$ cat config.mk
export PLATFORM = sky130hd
export DESIGN_NAME = adder_tree_acc
export DESIGN_NICKNAME = d
export VERILOG_FILES = /design/src/rtl/layer_pkg.sv /design/src/rtl/adder_tree_stage.sv /design/src/rtl/adder_tree_acc.sv
export SDC_FILE = /design/constraint.sdc
export NUM_CORES = 1
export LEC_CHECK = 0
export ABC_AREA = 1
export CORE_MARGIN = 2
export CORE_UTILIZATION = 50
export DETAILED_ROUTE_END_ITERATION = 10
export GPL_TIMING_DRIVEN = 0
export MAX_ROUTING_LAYER = met4
export PLACE_DENSITY = 0.76
export SYNTH_ARGS = -nofsm -noshare
export SYNTH_HDL_FRONTEND = slang
export SYNTH_SLANG_ARGS = --single-unit
$ cat constraint.sdc
create_clock -name clk -period 2.5 [get_ports clk]
set_clock_uncertainty 0.2 [all_clocks]
set_input_delay 0.5 -clock clk [delete_from_list [all_inputs] [get_ports clk]]
set_output_delay 0.5 -clock clk [all_outputs]
set_load 0.01 [all_outputs]
$ cat src/rtl/layer_pkg.sv
// Shared definitions for the convolution/FC datapath: sizing helper, output
// saturation and the accumulator FSM encoding.
package layer_pkg;

  typedef enum logic [0:0] {
    ACC_IDLE = 1'b0,
    ACC_BUSY = 1'b1
  } acc_state_e;

  function automatic int clog2(input int value);
    int r;
    r = 0;
    while ((1 << r) < value) begin
      r = r + 1;
    end
    return r;
  endfunction

  // Clamp a signed value into the range of a signed number of 'width' bits.
  function automatic logic signed [63:0] sat_to(input logic signed [63:0] value,
                                                input int width);
    logic signed [63:0] hi;
    logic signed [63:0] lo;
    hi = (64'sd1 <<< (width - 1)) - 64'sd1;
    lo = -(64'sd1 <<< (width - 1));
    if (value > hi) begin
      return hi;
    end else if (value < lo) begin
      return lo;
    end
    return value;
  endfunction

endpackage

$ cat src/rtl/adder_tree_stage.sv
// One registered level of the adder tree: adjacent nodes are summed in pairs,
// an odd leftover node is carried through unchanged.
module adder_tree_stage #(
  parameter int IN_NODES = 2,
  parameter int W        = 16
) (
  input  logic                                clk,
  input  logic                                rst_n,
  input  logic                                en,
  input  logic [IN_NODES*W-1:0]               din,
  output logic [((IN_NODES+1)/2)*W-1:0]       dout
);

  localparam int OUT_NODES = (IN_NODES + 1) / 2;

  logic [2*OUT_NODES*W-1:0] din_pad;
  logic [OUT_NODES*W-1:0]   node_d;
  logic [OUT_NODES*W-1:0]   node_q;

  // Zero-padding the odd leftover means its "pair sum" is the node itself.
  always_comb begin
    din_pad = '0;
    din_pad[IN_NODES*W-1:0] = din;
    node_d = '0;
    for (int k = 0; k < OUT_NODES; k++) begin
      node_d[k*W +: W] = din_pad[2*k*W +: W] + din_pad[(2*k+1)*W +: W];
    end
  end

  always_ff @(posedge clk or negedge rst_n) begin
    if (!rst_n) begin
      node_q <= '0;
    end else if (en) begin
      node_q <= node_d;
    end
  end

  assign dout = node_q;

endmodule

$ cat src/rtl/adder_tree_acc.sv
// Pipelined signed adder tree feeding a multi-beat accumulator with bias,
// optional ReLU and output saturation.
module adder_tree_acc
  import layer_pkg::*;
#(
  parameter int DATA_WIDTH = 16,
  parameter int NUM_IN     = 6,
  parameter int ACC_GUARD  = 8
) (
  input  logic                         clk,
  input  logic                         rst_n,
  input  logic                         en,
  input  logic                         in_valid,
  input  logic                         in_first,
  input  logic                         in_last,
  input  logic [NUM_IN*DATA_WIDTH-1:0] datain,
  input  logic [DATA_WIDTH-1:0]        bias,
  input  logic                         relu_en,
  output logic [DATA_WIDTH-1:0]        dataout,
  output logic                         out_valid,
  output logic                         seq_err
);

  localparam int TREE_DEPTH = clog2(NUM_IN);
  localparam int SUM_WIDTH  = DATA_WIDTH + TREE_DEPTH;
  localparam int ACC_WIDTH  = SUM_WIDTH + ACC_GUARD;

  logic [NUM_IN*SUM_WIDTH-1:0] operands_ext;
  logic [SUM_WIDTH-1:0]        tree_sum;

  always_comb begin
    operands_ext = '0;
    for (int k = 0; k < NUM_IN; k++) begin
      operands_ext[k*SUM_WIDTH +: SUM_WIDTH] =
        SUM_WIDTH'(signed'(datain[k*DATA_WIDTH +: DATA_WIDTH]));
    end
  end

  // Level l holds ceil(NUM_IN / 2^l) nodes; the last level leaves one node.
  for (genvar l = 0; l < TREE_DEPTH; l++) begin : g_lvl
    localparam int N_IN  = (NUM_IN + (1 << l) - 1) >> l;
    localparam int N_OUT = (N_IN + 1) / 2;

    logic [N_IN*SUM_WIDTH-1:0]  din;
    logic [N_OUT*SUM_WIDTH-1:0] dout;

    if (l == 0) begin : g_src
      assign din = operands_ext;
    end else begin : g_chain
      assign din = g_lvl[l-1].dout;
    end

    adder_tree_stage #(
      .IN_NODES (N_IN),
      .W        (SUM_WIDTH)
    ) u_stage (
      .clk  (clk),
      .rst_n(rst_n),
      .en   (en),
      .din  (din),
      .dout (dout)
    );
  end

  assign tree_sum = g_lvl[TREE_DEPTH-1].dout;

  logic [TREE_DEPTH-1:0]            sb_valid_d, sb_valid_q;
  logic [TREE_DEPTH-1:0]            sb_first_d, sb_first_q;
  logic [TREE_DEPTH-1:0]            sb_last_d,  sb_last_q;
  logic [TREE_DEPTH-1:0]            sb_relu_d,  sb_relu_q;
  logic [TREE_DEPTH*DATA_WIDTH-1:0] sb_bias_d,  sb_bias_q;

  // Sidebands shift in lockstep with the tree so they meet its sum at the tap.
  always_comb begin
    sb_valid_d = TREE_DEPTH'({sb_valid_q, in_valid});
    sb_first_d = TREE_DEPTH'({sb_first_q, in_valid & in_first});
    sb_last_d  = TREE_DEPTH'({sb_last_q, in_valid & in_last});
    sb_relu_d  = TREE_DEPTH'({sb_relu_q, relu_en});
    sb_bias_d  = (TREE_DEPTH*DATA_WIDTH)'({sb_bias_q, bias});
  end

  always_ff @(posedge clk or negedge rst_n) begin
    if (!rst_n) begin
      sb_valid_q <= '0;
      sb_first_q <= '0;
      sb_last_q  <= '0;
      sb_relu_q  <= '0;
      sb_bias_q  <= '0;
    end else if (en) begin
      sb_valid_q <= sb_valid_d;
      sb_first_q <= sb_first_d;
      sb_last_q  <= sb_last_d;
      sb_relu_q  <= sb_relu_d;
      sb_bias_q  <= sb_bias_d;
    end
  end

  logic                  tap_valid;
  logic                  tap_first;
  logic                  tap_last;
  logic                  tap_relu;
  logic [DATA_WIDTH-1:0] tap_bias;

  assign tap_valid = sb_valid_q[TREE_DEPTH-1];
  assign tap_first = sb_first_q[TREE_DEPTH-1];
  assign tap_last  = sb_last_q[TREE_DEPTH-1];
  assign tap_relu  = sb_relu_q[TREE_DEPTH-1];
  assign tap_bias  = sb_bias_q[(TREE_DEPTH-1)*DATA_WIDTH +: DATA_WIDTH];

  acc_state_e                  state_d, state_q;
  logic signed [ACC_WIDTH-1:0] acc_d, acc_q;
  logic signed [ACC_WIDTH-1:0] tree_ext;
  logic signed [ACC_WIDTH-1:0] bias_ext;
  logic                        emit_d, emit_q;
  logic                        relu_d, relu_q;
  logic                        err_d, err_q;

  assign tree_ext = ACC_WIDTH'(signed'(tree_sum));
  assign bias_ext = ACC_WIDTH'(signed'(tap_bias));

  // A beat that disagrees with the FSM about being first flags an error and
  // is then handled as a fresh group start.
  always_comb begin
    state_d = state_q;
    acc_d   = acc_q;
    emit_d  = 1'b0;
    relu_d  = relu_q;
    err_d   = err_q;
    if (tap_valid) begin
      if (tap_first != (state_q == ACC_IDLE)) begin
        err_d = 1'b1;
      end
      if (tap_first || (state_q == ACC_IDLE)) begin
        acc_d = tree_ext + bias_ext;
      end else begin
        acc_d = acc_q + tree_ext;
      end
      if (tap_last) begin
        emit_d  = 1'b1;
        relu_d  = tap_relu;
        state_d = ACC_IDLE;
      end else begin
        state_d = ACC_BUSY;
      end
    end
  end

  always_ff @(posedge clk or negedge rst_n) begin
    if (!rst_n) begin
      state_q <= ACC_IDLE;
      acc_q   <= '0;
      emit_q  <= 1'b0;
      relu_q  <= 1'b0;
      err_q   <= 1'b0;
    end else if (en) begin
      state_q <= state_d;
      acc_q   <= acc_d;
      emit_q  <= emit_d;
      relu_q  <= relu_d;
      err_q   <= err_d;
    end
  end

  logic signed [ACC_WIDTH-1:0] result;
  logic [DATA_WIDTH-1:0]       dataout_d, dataout_q;
  logic                        out_valid_d, out_valid_q;

  always_comb begin
    result      = acc_q;
    dataout_d   = dataout_q;
    out_valid_d = 1'b0;
    if (emit_q) begin
      if (relu_q && acc_q[ACC_WIDTH-1]) begin
        result = '0;
      end
      dataout_d   = DATA_WIDTH'(sat_to(64'(result), DATA_WIDTH));
      out_valid_d = 1'b1;
    end
  end

  always_ff @(posedge clk or negedge rst_n) begin
    if (!rst_n) begin
      dataout_q   <= '0;
      out_valid_q <= 1'b0;
    end else if (en) begin
      dataout_q   <= dataout_d;
      out_valid_q <= out_valid_d;
    end
  end

  assign dataout   = dataout_q;
  assign out_valid = out_valid_q;
  assign seq_err   = err_q;

endmodule

After elaboration in Yosys (flattened, before gate mapping)
Index checks and enable logic that the tools add are counted.

storage, ports and cells
  register bits = 222
  bits of input ports = 119
  output and inout port bits = 18

operators by class
  add/subtract/negate cells = 7
  $lt $le $gt $ge = 2
  eq/ne operators = 1
  mux-type cells = 13
  bitwise gates (word level) = 3
  reduce and logical (&&, ||, !) cells = 6

operators by type and width
  cell                                                                             number
  27-bit 2-to-1 mux                                                                3
  16-bit by 16-bit adder with 17-bit output                                        3
  16-bit 2-to-1 mux                                                                3
  19-bit adder                                                                     2
  27-bit by 19-bit adder with 27-bit output                                        1
  27-bit by 16-bit > comparator with 1-bit output (second input constant)          1
  27-bit by 16-bit less-than comparator with 1-bit output (second input constant)  1
  19-bit by 16-bit adder with 20-bit output                                        1
  1-bit 2-to-1 mux                                                                 7
  3-bit AND reduction                                                              2
  2-bit AND reduction                                                              2
  1-bit AND                                                                        2
  1-bit logical AND                                                                1
  1-bit logical OR                                                                 1
  1-bit inequality test                                                            1
  1-bit inverter                                                                   1

Longest topological paths before layout
  depth after elaboration = 8
  gate-level depth with buffers = 15

Hierarchy
Synthesis repeated with hierarchy kept, for this count alone.

second synthesis, totals
  cells, all modules = 2478
  area, all modules = 16788.6 µm²

modules (own cells, without submodules)
  module                               times used  cells an instance  area an instance (µm²)
  adder_tree_acc                       1           1079               7473.4
  adder_tree_stage (g_lvl[0].u_stage)  1           791                5156.2
  adder_tree_stage (g_lvl[1].u_stage)  1           342                2424.8
  adder_tree_stage (g_lvl[2].u_stage)  1           266                1734.2

Least setup slack after synthesis
OpenSTA, ideal clock, no wires.

  path type = input-to-reg
  start point = in datain[32]
  end point = reg g_lvl[0].u_stage.node_q[29]
  setup time = 129 ps
  arrival = 1850 ps
  slack = 321 ps
  cell stages on the path = 12
  path buffers = 0
  cell sequence = ha_1 > fa_1 > nand2_1 > nand2_1 > o21ai_1 > inv_1 > nand2_1 > nand2_1 > nand3_1 > nand2_1 > xnor2_1 > o21ai_1

on the way
  cells in the longest elaborated chain, start to end = 1

ends and longest elaborated chain
  item                                       RTL line                text
  start, declared                            adder_tree_acc.sv:16    input logic [NUM_IN*DATA_WIDTH-1:0] datain,
  16-bit by 16-bit adder with 17-bit output  adder_tree_stage.sv:26  node_d[k*W +: W] = din_pad[2*k*W +: W] + din_pad[(2*k+1)*W +: W];
  end signal, assigned                       adder_tree_stage.sv:34  node_q <= node_d;
  end, declared                              adder_tree_stage.sv:18  logic [OUT_NODES*W-1:0] node_q;

No other way between the ends.
A chain may end at the register's enable or synchronous reset.

==> results.toml <==
[route]
viasPerCell = 5.33
drt_pass1_iterations = 5
totalWireLength_um = 45400
post_drt_wl_per_cell_um = 16.3
drtIter0Drc = 843
num_vias = 14900
drc = 0
ant_nets = 0

[logic_synthesis]
synth_area_sq_um = 15400
synth.top_cell.area_share_pct = 34.9
yosys_register_bits = 214
yosys-top-cells-area = "dfrtp_1 (35%), nand2_1 (19%), ha_1 (11%)"
synthDistinctLibCells = 42
syn_nets = 2463
async_reset_ff_share_pct = 100
synth_most_common_cell = "nand2_1"
synth_cells = 2208
ys_top_cells_by_count = "nand2_1 (790), inv_1 (219), dfrtp_1 (214)"
synth_top_cell_by_area = "dfrtp_1"
ys_seq_area_share_pct = 34.9
synth_edf_count = 0
syn_avg_cell_area_sq_um = 6.96
synth_flop_cell = "dfrtp_1"
ys_warn_count = 0

[setup_path]
critPathCaptureType = "register"
crit_path_cell_trace = "clkdlybuf4s50_1 > buf_2 > clkbuf_1 > nand2_1 > o21ai_0"
start_kind = "primary input"
cp_slowest_cell = "clkbuf_1"
arrival_ns = 2.67
crit_family = "buffers and inverters"
path_max_fanout = 10
path_buf_inv = 3
slowest_delay_ns = 0.83
worstSetupPathType = "in2reg"
crit_required_ns = 2.76

[placed_design]
gp_congestion = 0.932
dp_hpwl_um = 36400
io_buffer_count = 136
dp_slack_ns = -0.390

[die]
start_util_pct = 50.5
core-area_sq_um = 30400
die_h_um = 179
io-pin-count = 137
placement_rows = 64
dieArea_sq_um = 32100
die_w_um = 179

[finish]
drive_above_1_share_pct = 4.72
num_antenna_cells = 0
areaGrowthSynthToFinish_pct = 18.3
fill_cells = 2894
utilization_pct = 59.7
nets = 2634

[timing]
tightestPinTransition_ns = 1.06
layout_min_cycle_time_ns = 2.41
maxSlewViolCount = 0
fmax_mhz = 415
grt_setup_unrepaired = "true"
hold_viol_final = 0
slew_headroom_pct = 29.0
setup_slack_ns = 0.0884
fin_crit_sh_pct = 96.5
setup_viol_count_final = 0

[grt]
grt_max_degree = 120
grt_use_total_pct = 29.2
grt.overflow.total = 0
antenna_found_initial = 0
first_global_vias = 14000
grt_pass1_wl_um = 71200

[power_and_ir_drop]
p_per_area_nw_per_um2 = 1040
power_leakage_uw = 0.00929
ir_worst_vdd_mv = 0.670

[worst_hold_path]
hold_class = "reg2reg"

[clock_tree]
cts_buffers = 24
path_clk_slew_ns = 0.07
tritoncts = "done"
numClockSinks = 214
clk_latency_ns = 0.54
htreeDepth = 1
root_buffer = "clkbuf_16"
clock_path_buffers = 3

[job]
cap_violations = 0

[run_status]
status = "finished clean"
==> flip-flops by register name, summed over array words and instances, names as in the netlist <==
| register | cells |
|---|---|
| g_lvl.u_stage.dout | 106 |
| sb_valid_q | 3 |
| acc_q | 27 |
| sb_last_q | 3 |
| state_q | 1 |
| sb_relu_q | 3 |
| dataout | 16 |
| relu_q | 1 |
| sb_first_q | 3 |
| sb_bias_q | 48 |
| seq_err | 1 |
| emit_q | 1 |
| out_valid | 1 |
==> power by group <==
part	switching [uW]	internal, uW	total, uW
Clock	1480	1950	3430
Sequential	874	4370	5250
Combinational	6460	3840	10300
==> through the flow <==
stage | setup TNS [ns] | hold slack (ns) | area (sq um) | power [uW] | cells
floorplan | 0 | 0.00441 | 15400 | 12100 | 2208
global placement | -1812.41 | 0.246 | 17200 | 15000 | 2740
detailed placement | -34.85 | 0.251 | 17300 | 15200 | 2741
CTS | 0 | 0.267 | 18100 | 18700 | 2783
global route | -0.0204 | 0.290 | 18200 | 20600 | 2790
finish | 0 | 0.264 | 18200 | 19000 | 2790
==> area by class of cell <==
cell class / count / area (sq um) / area share [%]
tap: 396 / 495 / 2.73
timing repair buffer: 145 / 1460 / 8.01
sequential: 214 / 5360 / 29.5
clock buffer: 36 / 706 / 3.88
multi-input combinational: 1719 / 9070 / 49.9
clock inverter: 5 / 45.0 / 0.248
inverter: 225 / 845 / 4.65
buffer: 50 / 208 / 1.14
==> final timing paths <==
check | from | to | slack (ns) | cells past startpoint
hold reg to reg | seq_err | seq_err | 0.26 | 1
min in group asynchronous | rst_n | dataout[15] | 0.36 | 2
setup reg to reg | g_lvl[2].u_stage.dout[3] | acc_q[25] | 0.12 | 12
hold / removal | seq_err | seq_err | 0.26 | 1
max in group asynchronous | rst_n | g_lvl[2].u_stage.dout[18] | 0.68 | 3
setup / recovery | en | g_lvl[2].u_stage.dout[1] | 0.09 | 5
==> placed cells by master (no fill, tap or decap), types with 25 or more instances in the layout <==
| cell | Yosys | routed |
|---|---|---|
| a21oi_1 | 126 | 126 |
| a31oi_1 | 34 | 34 |
| clkbuf_1 | 33 | 37 |
| clkdlybuf4s50_1 | 0 | 135 |
| dfrtp_1 | 214 | 213 |
| ha_1 | 129 | 123 |
| inv_1 | 219 | 218 |
| nand2_1 | 790 | 786 |
| nand3_1 | 131 | 126 |
| nor2_1 | 187 | 185 |
| o21ai_0 | 131 | 131 |
| xnor2_1 | 25 | 25 |
==> timing repair <==
item | 4_1_cts | 5_1_grt
gates resized for setup | 9 | 21
hold buffers | 1 | 0
setup buffers | 0 | 7
pin swaps | 1 | 2
endpoints found under the setup margin | 9 | 16
endpoints found under the hold margin | 95 | 0
==> cell families after synthesis <==
family | count (synthesis) | synth area share (%)
AND/OR/NAND/NOR | 1193 | 31.9
XOR/XNOR | 43 | 2.45
AO/OA/AOI/OAI | 347 | 12.5
adder cells (fa/ha/maj) | 136 | 11.4
flip-flops | 214 | 34.9
buffers and inverters | 275 | 6.83
==> layer usage <==
layer	track usage [%]	share of wire (%)	vias up
met1	34.7	43	6892
met4	9.95	3.7	0
met3	2.86	3.6	91
met5	-	0	-
li1	-	-	7550
met2	51.6	50	333
(Power assumes the default switching activity.)
